--- src/rtl/md_pkg.sv ---
// Shared definitions for the HI/LO multiply/divide unit: operation codes,
// FSM state encoding, iteration count and the divide-by-zero quotient.
package md_pkg;

    typedef enum logic [1:0] {
        OP_MULT  = 2'b00,
        OP_MULTU = 2'b01,
        OP_DIV   = 2'b10,
        OP_DIVU  = 2'b11
    } md_op_t;

    typedef enum logic [1:0] {
        S_IDLE  = 2'b00,
        S_RUN   = 2'b01,
        S_FIXUP = 2'b10
    } md_state_t;

    localparam int          MD_ITERS  = 32;
    localparam logic [31:0] DIV0_QUOT = 32'hFFFFFFFF;

    // Bit 1 of the op code selects the divide class.
    function automatic logic is_div_op(input logic [1:0] op);
        return op[1];
    endfunction

    // Bit 0 clear means the operands are two's complement.
    function automatic logic is_signed_op(input logic [1:0] op);
        return ~op[0];
    endfunction

endpackage

--- src/rtl/md_if.sv ---
// Execute-stage connection to the multiply/divide unit. The pipeline side
// drives the request and MTHI/MTLO signals; the unit returns busy, hi/lo and
// the completion pulse.
interface md_if;

    logic        mdstartE;
    logic [1:0]  md_opE;
    logic        flushE;
    logic [31:0] srcaE;
    logic [31:0] srcbE;
    logic        hiwriteE;
    logic        lowriteE;
    logic        mdrunE;
    logic [31:0] hi;
    logic [31:0] lo;
    logic        mddone;

    modport master (
        output mdstartE, md_opE, flushE, srcaE, srcbE, hiwriteE, lowriteE,
        input  mdrunE, hi, lo, mddone
    );

    modport slave (
        input  mdstartE, md_opE, flushE, srcaE, srcbE, hiwriteE, lowriteE,
        output mdrunE, hi, lo, mddone
    );

endinterface

--- src/rtl/md_step.sv ---
// One iteration of the iterative datapath on the {acc, low} register pair.
// Multiply: radix-2 shift-add, low holds the multiplier and opb the multiplicand.
// Divide: restoring, acc is the partial remainder, low shifts the dividend out
// and the quotient in, opb is the divisor.
module md_step (
    input  logic        is_div,
    input  logic [31:0] acc,
    input  logic [31:0] low,
    input  logic [31:0] opb,
    output logic [31:0] acc_nxt,
    output logic [31:0] low_nxt
);

    logic [32:0] addend;
    logic [32:0] rem_shift;
    logic [33:0] diff;
    logic        unused_diff_bit;

    assign rem_shift       = {acc, low[31]};
    assign diff            = {1'b0, rem_shift} - {2'b00, opb};
    assign unused_diff_bit = diff[32];

    // Select add/shift or subtract/shift for the current op class.
    always_comb begin
        addend  = 33'd0;
        acc_nxt = 32'd0;
        low_nxt = 32'd0;
        if (is_div) begin
            if (!diff[33]) begin
                acc_nxt = diff[31:0];
                low_nxt = {low[30:0], 1'b1};
            end else begin
                acc_nxt = rem_shift[31:0];
                low_nxt = {low[30:0], 1'b0};
            end
        end else begin
            addend  = low[0] ? ({1'b0, acc} + {1'b0, opb}) : {1'b0, acc};
            acc_nxt = addend[32:1];
            low_nxt = {addend[0], low[31:1]};
        end
    end

endmodule

--- src/rtl/md_unit.sv ---
// HI/LO multiply/divide unit. Operands are reduced to magnitudes on start,
// 32 iterations run through md_step, and the FIXUP cycle applies the sign
// correction and writes hi/lo.
// Optional feature macro MD_FAST_MULT_EN: multiplies use a single-cycle array
// multiplier and go straight from IDLE to FIXUP; divides are unaffected.
module md_unit
    import md_pkg::*;
(
    input logic clk,
    input logic reset,
    md_if.slave bus
);

    md_state_t   state;
    md_op_t      op;
    logic [5:0]  count;
    logic [31:0] acc;
    logic [31:0] low;
    logic [31:0] opb;
    logic        sign_a;
    logic        sign_b;
    logic [31:0] hi_q;
    logic [31:0] lo_q;
    logic        run_q;
    logic        done_q;

    logic        start_ok;
    md_op_t      op_in;
    logic        a_neg;
    logic        b_neg;
    logic [31:0] a_abs;
    logic [31:0] b_abs;
    logic [31:0] step_acc;
    logic [31:0] step_low;
    logic [63:0] prod;
    logic [63:0] prod_fix;
    logic [31:0] quot_raw;
    logic [31:0] quot_fix;
    logic [31:0] rem_fix;
    logic [31:0] res_hi;
    logic [31:0] res_lo;

    assign start_ok = bus.mdstartE & ~bus.flushE;
    assign op_in    = md_op_t'(bus.md_opE);
    assign a_neg    = is_signed_op(bus.md_opE) & bus.srcaE[31];
    assign b_neg    = is_signed_op(bus.md_opE) & bus.srcbE[31];
    assign a_abs    = a_neg ? (32'd0 - bus.srcaE) : bus.srcaE;
    assign b_abs    = b_neg ? (32'd0 - bus.srcbE) : bus.srcbE;

    // Sign flags are only ever set for signed ops, so unsigned results pass raw.
    assign prod     = {acc, low};
    assign prod_fix = (sign_a ^ sign_b) ? (64'd0 - prod) : prod;
    assign quot_raw = (opb == 32'd0) ? DIV0_QUOT : low;
    assign quot_fix = (sign_a ^ sign_b) ? (32'd0 - quot_raw) : quot_raw;
    assign rem_fix  = sign_a ? (32'd0 - acc) : acc;
    assign res_hi   = is_div_op(op) ? rem_fix  : prod_fix[63:32];
    assign res_lo   = is_div_op(op) ? quot_fix : prod_fix[31:0];

`ifdef MD_FAST_MULT_EN
    logic [63:0] fast_prod;
    assign fast_prod = {32'd0, a_abs} * {32'd0, b_abs};
`endif

    md_step u_step (
        .is_div  (is_div_op(op)),
        .acc     (acc),
        .low     (low),
        .opb     (opb),
        .acc_nxt (step_acc),
        .low_nxt (step_low)
    );

    // Control FSM plus operand, iteration and hi/lo registers.
    always_ff @(posedge clk) begin
        if (reset) begin
            state  <= S_IDLE;
            op     <= OP_MULT;
            count  <= 6'd0;
            acc    <= 32'd0;
            low    <= 32'd0;
            opb    <= 32'd0;
            sign_a <= 1'b0;
            sign_b <= 1'b0;
            hi_q   <= 32'd0;
            lo_q   <= 32'd0;
            run_q  <= 1'b0;
            done_q <= 1'b0;
        end else begin
            done_q <= 1'b0;
            case (state)
                S_IDLE: begin
                    if (bus.hiwriteE) hi_q <= bus.srcaE;
                    if (bus.lowriteE) lo_q <= bus.srcaE;
                    if (start_ok) begin
                        op     <= op_in;
                        sign_a <= a_neg;
                        sign_b <= b_neg;
                        opb    <= b_abs;
                        count  <= 6'd0;
                        run_q  <= 1'b1;
`ifdef MD_FAST_MULT_EN
                        if (!is_div_op(bus.md_opE)) begin
                            acc   <= fast_prod[63:32];
                            low   <= fast_prod[31:0];
                            state <= S_FIXUP;
                        end else begin
                            acc   <= 32'd0;
                            low   <= a_abs;
                            state <= S_RUN;
                        end
`else
                        acc   <= 32'd0;
                        low   <= a_abs;
                        state <= S_RUN;
`endif
                    end
                end
                S_RUN: begin
                    acc   <= step_acc;
                    low   <= step_low;
                    count <= count + 6'd1;
                    if (count == 6'(MD_ITERS - 1)) state <= S_FIXUP;
                end
                S_FIXUP: begin
                    hi_q   <= res_hi;
                    lo_q   <= res_lo;
                    run_q  <= 1'b0;
                    done_q <= 1'b1;
                    state  <= S_IDLE;
                end
                default: begin
                    run_q <= 1'b0;
                    state <= S_IDLE;
                end
            endcase
        end
    end

    assign bus.mdrunE = run_q;
    assign bus.hi     = hi_q;
    assign bus.lo     = lo_q;
    assign bus.mddone = done_q;

endmodule

--- src/flat_wrapper.sv ---
// flat-port wrapper written by rule: the top's interface ports become plain ports
module md_unit_flat import md_pkg::*;
  (clk, reset, bus_mdstartE, bus_md_opE, bus_flushE, bus_srcaE, bus_srcbE, bus_hiwriteE, bus_lowriteE, bus_mdrunE, bus_hi, bus_lo, bus_mddone);
  md_if bus_i ();
  input logic clk;
  input logic reset;
  input wire logic [$bits(bus_i.mdstartE)-1:0] bus_mdstartE;
  input wire logic [$bits(bus_i.md_opE)-1:0] bus_md_opE;
  input wire logic [$bits(bus_i.flushE)-1:0] bus_flushE;
  input wire logic [$bits(bus_i.srcaE)-1:0] bus_srcaE;
  input wire logic [$bits(bus_i.srcbE)-1:0] bus_srcbE;
  input wire logic [$bits(bus_i.hiwriteE)-1:0] bus_hiwriteE;
  input wire logic [$bits(bus_i.lowriteE)-1:0] bus_lowriteE;
  output wire logic [$bits(bus_i.mdrunE)-1:0] bus_mdrunE;
  output wire logic [$bits(bus_i.hi)-1:0] bus_hi;
  output wire logic [$bits(bus_i.lo)-1:0] bus_lo;
  output wire logic [$bits(bus_i.mddone)-1:0] bus_mddone;
  assign bus_i.mdstartE = bus_mdstartE;
  assign bus_i.md_opE = bus_md_opE;
  assign bus_i.flushE = bus_flushE;
  assign bus_i.srcaE = bus_srcaE;
  assign bus_i.srcbE = bus_srcbE;
  assign bus_i.hiwriteE = bus_hiwriteE;
  assign bus_i.lowriteE = bus_lowriteE;
  assign bus_mdrunE = bus_i.mdrunE;
  assign bus_hi = bus_i.hi;
  assign bus_lo = bus_i.lo;
  assign bus_mddone = bus_i.mddone;
  md_unit u_core (.clk(clk), .reset(reset), .bus(bus_i));
endmodule
--- config.mk ---
export PLATFORM = sky130hd
export DESIGN_NAME = md_unit_flat
export DESIGN_NICKNAME = d
export VERILOG_FILES = /design/src/rtl/md_pkg.sv /design/src/rtl/md_if.sv /design/src/rtl/md_step.sv /design/src/rtl/md_unit.sv /design/src/flat_wrapper.sv
export SDC_FILE = /design/constraint.sdc
export NUM_CORES = 1
export LEC_CHECK = 0
export ABC_AREA = 1
export CAP_MARGIN = 20
export CELL_PAD_IN_SITES_DETAIL_PLACEMENT = 0
export CELL_PAD_IN_SITES_GLOBAL_PLACEMENT = 1
export CORE_MARGIN = 2
export CORE_UTILIZATION = 38
export DETAILED_ROUTE_END_ITERATION = 8
export PLACE_DENSITY = 0.86
export SLEW_MARGIN = 10
export SYNTH_ARGS = -nofsm -noshare
export SYNTH_HDL_FRONTEND = slang
export SYNTH_SLANG_ARGS = --single-unit
--- constraint.sdc ---
create_clock -name clk -period 2.1 [get_ports clk]
set_input_delay 0.42 -clock clk [delete_from_list [all_inputs] [get_ports clk]]
set_output_delay 0.42 -clock clk [all_outputs]
set_load 0.01 [all_outputs]
==> run metrics <==
Final setup violation count 60; Max rail drop VDD 0.583 mV; Fin Clk Skew 0.0187 ns; clk slew on worst S/H paths 0.08 ns; Clock Latency Late Sink 0.51 ns; DRT iter0 DRCs 3126; post-route minimum period 2.46 ns; cts bufs inserted 17; routed length per instance 21.6 µm; RePlAce Congestion 1.01; post-layout util 63.9%; Sw Share 43.9%; Max-slew headroom 39.4%; Die Ht 215 µm; Final Hold Fails 0; Post-synth top cells nand2_1, nor2_1, a21oi_1; part of the power in the clock network 21.6%; Syn-to-layout area delta 66.5%; dominant cell by count in the synthesized netlist nand2_1; sequential fraction of the synthesis area 20.4%; share of cells above drive strength 1 39.6%; DP HPWL 67000 µm; core box area 0.0441 mm²; Die W 215 µm; via/cell ratio 5.76; Die ar. 0.0463 mm²; # rows 77; Post-Syn Nets 3030; critical path type reg -> reg; io pins 138; Layout Cells excl Fill 4191; RSZ-0062 raised after global routing true; Final Max Tran Viols 0; ant diodes 0; layout filler cell count 3903; Post-synth EDFFs 0; met2 usage 50.9%; post-synthesis sequential element count 173; nets 3730; clock tree buffer depth 2; fin crit share 117%; Routed Antenna Nets 0; Port-buffer cells 137; f_max 407 MHz; Top FF cell, synth dfxtp_1; Post-Syn Area 0.0169 mm²; Post-CTS Hold Fix Bufs 0; busiest layer in global routing met1; leading area contributor after synthesis dfxtp_1; drt pass-1 iters 6; Synth Instances 2886; root buffer cell clkbuf_16; max cap viols 0; H-tree Lvls 4; Internal Pwr Total 0.00926 W; CP endpoint kind register; Final WS setup -0.356 ns; synth warn 0; Post-synth ARST share 0%; final wirelength 90600 µm; Least-Margin Pin Slew 0.909 ns; initial antenna violation count 0; TNS Setup -13.45 ns; failing checks negative setup slack; vias in the first global route 22222; placed cell count 4065; Startpoint Class register; WP data arrival 2.90 ns; largest net degree at the start of global routing 119; DRC viols 0; logic gate share of total power 55.0%; CTS tree done; clk sink count 173; Net Switching 0.00724 W; synth unique cells 61; leakage 12.4 nW; met1 usage 53.7%; met3 global-route usage 10.6%; remaining global-route overflow 0; syn avg cell area 5.87 µm²; pwr dens 585 mW/mm²; outcome finished, violations left; sequential power share 23.4%; Hold Path Class in -> reg; routed via count 24149; Worst EP required 2.54 ns; first-pass GRT wire length 132000 µm; Initial Util 38.4%; Synth top area share 20.4%; gr usage total 37.0%; CP max FO 5; largest cells by area after synthesis dfxtp_1, nand2_1, a21oi_1, nor2_1, o21ai_0
==> worst max-delay path, stage by stage (launching register included) <==
cell and delay (ns):
dfxtp_4 0.41, nor2_1 0.05, nand2_1 0.09, nor2_4 0.06
nand2_4 0.08, nor2_4 0.07, nor2_4 0.15, ha_4 0.16
nand2_4 0.06, o21ai_4 0.21, nand4_4 0.24, nor2_4 0.27
nand3_2 0.11, nand2_2 0.09, nand3_2 0.06, nand2_2 0.09
nand2_2 0.05, a21oi_2 0.10
==> routing by layer <==
layer,vias up,share of wire [%],wire length [µm]
met5,-,0,0
met2,1446,40,36500
li1,11164,-,-
met4,0,3.9,3500
met1,11307,44,39700
met3,232,12,11000
==> what timing repair did <==
| action | in CTS | in global routing |
|---|---|---|
| pin swaps | 102 | 185 |
| setup endpoints to repair | 84 | 115 |
| gates resized for setup | 472 | 463 |
| setup buffers | 51 | 47 |
| cloned | 7 | 0 |
==> cell type report <==
cell class | instances | area (µm²) | share of cell area (%)
Clock buffer | 18 | 439 | 1.56
Clock inverter | 14 | 176 | 0.626
Inverter | 320 | 1270 | 4.52
Multi-Input combinational cell | 2267 | 14900 | 53.0
Sequential cell | 173 | 3640 | 12.9
Tap cell | 592 | 741 | 2.63
Timing Repair Buffer | 806 | 6980 | 24.8
Timing Repair inverter | 1 | 11.3 | 0.0399
==> cells by family after synthesis <==
group / share of synthesized area (%)
flip-flops: 20.4
XOR/XNOR: 3.26
AND/OR/NAND/NOR: 34.3
AO/OA/AOI/OAI: 26.1
buffers and inverters: 10.5
adder cells (fa/ha/maj): 5.41
==> registers in the layout, indices dropped and copies added (netlist names), 2 cells and up <==
signal	flops
u_core.state	2
u_core.bus.lo	32
u_core.low	32
u_core.count	6
u_core.opb	32
u_core.acc	32
u_core.bus.hi	32
==> power groups by stage <==
stage / Sequential [W] / Clock, W / Combinational, W
3_3_place_gp: 0.00388 / 0 / 0.00670
5_1_grt: 0.00389 / 0.00369 / 0.00960
4_1_cts: 0.00384 / 0.00357 / 0.00782
6_report: 0.00387 / 0.00357 / 0.00907
2_1_floorplan: 0.00389 / 0 / 0.00347
3_5_place_dp: 0.00389 / 0 / 0.00675
==> cell usage in the layout (no fill, tap or decap), types with 17 or more instances in the layout <==
master and instances:
buf_4 591, nand2_1 471, nor2_1 260, inv_1 252
a21oi_1 235, o21ai_0 225, nand3_1 167, clkdlybuf4s50_1 131
dfxtp_1 108, a21oi_2 89, nand2_2 87, nor2_4 62
nor2_2 59, nand3_2 57, ha_4 57, o21ai_1 49
buf_6 47, inv_2 46, nand2_4 42, xor2_1 42
a31oi_1 42, dfxtp_4 39, nand4_1 33, o211ai_1 30
o21ai_2 28, buf_12 27, dfxtp_2 26, nor3_1 24
a21oi_4 23, clkbuf_16 17
==> per-stage QoR <==
| step | hold WS (ns) | setup slack (ns) | power [W] | area (µm²) |
|---|---|---|---|---|
| finish | 0.330 | -0.356 | 0.0165 | 28200 |
| global route | 0.339 | -0.435 | 0.0172 | 28200 |
| CTS | 0.478 | -0.267 | 0.0152 | 26200 |
| detailed placement | 0.466 | -0.840 | 0.0106 | 23200 |
| global placement | 0.458 | -0.833 | 0.0106 | 23200 |
| floorplan | 0.448 | -0.00154 | 0.00736 | 17000 |
==> path summary, 6_finish.rpt <==
kind | from | endpoint | slack, ns | cells past startpoint
min reg2reg | u_core.bus.mdrunE$_SDFFE_PP0P_ | u_core.bus.mdrunE$_SDFFE_PP0P_ | 0.48 | 2
max | u_core.opb[26]$_SDFFE_PP0P_ | u_core.bus.lo[26]$_SDFFE_PP0P_ | -0.36 | 17
max reg2reg | u_core.opb[26]$_SDFFE_PP0P_ | u_core.bus.lo[26]$_SDFFE_PP0P_ | -0.36 | 17
min | bus_srcbE[0] | u_core.opb[0]$_SDFFE_PP0P_ | 0.33 | 4
No activity file was read; power rests on OpenSTA's default activity.
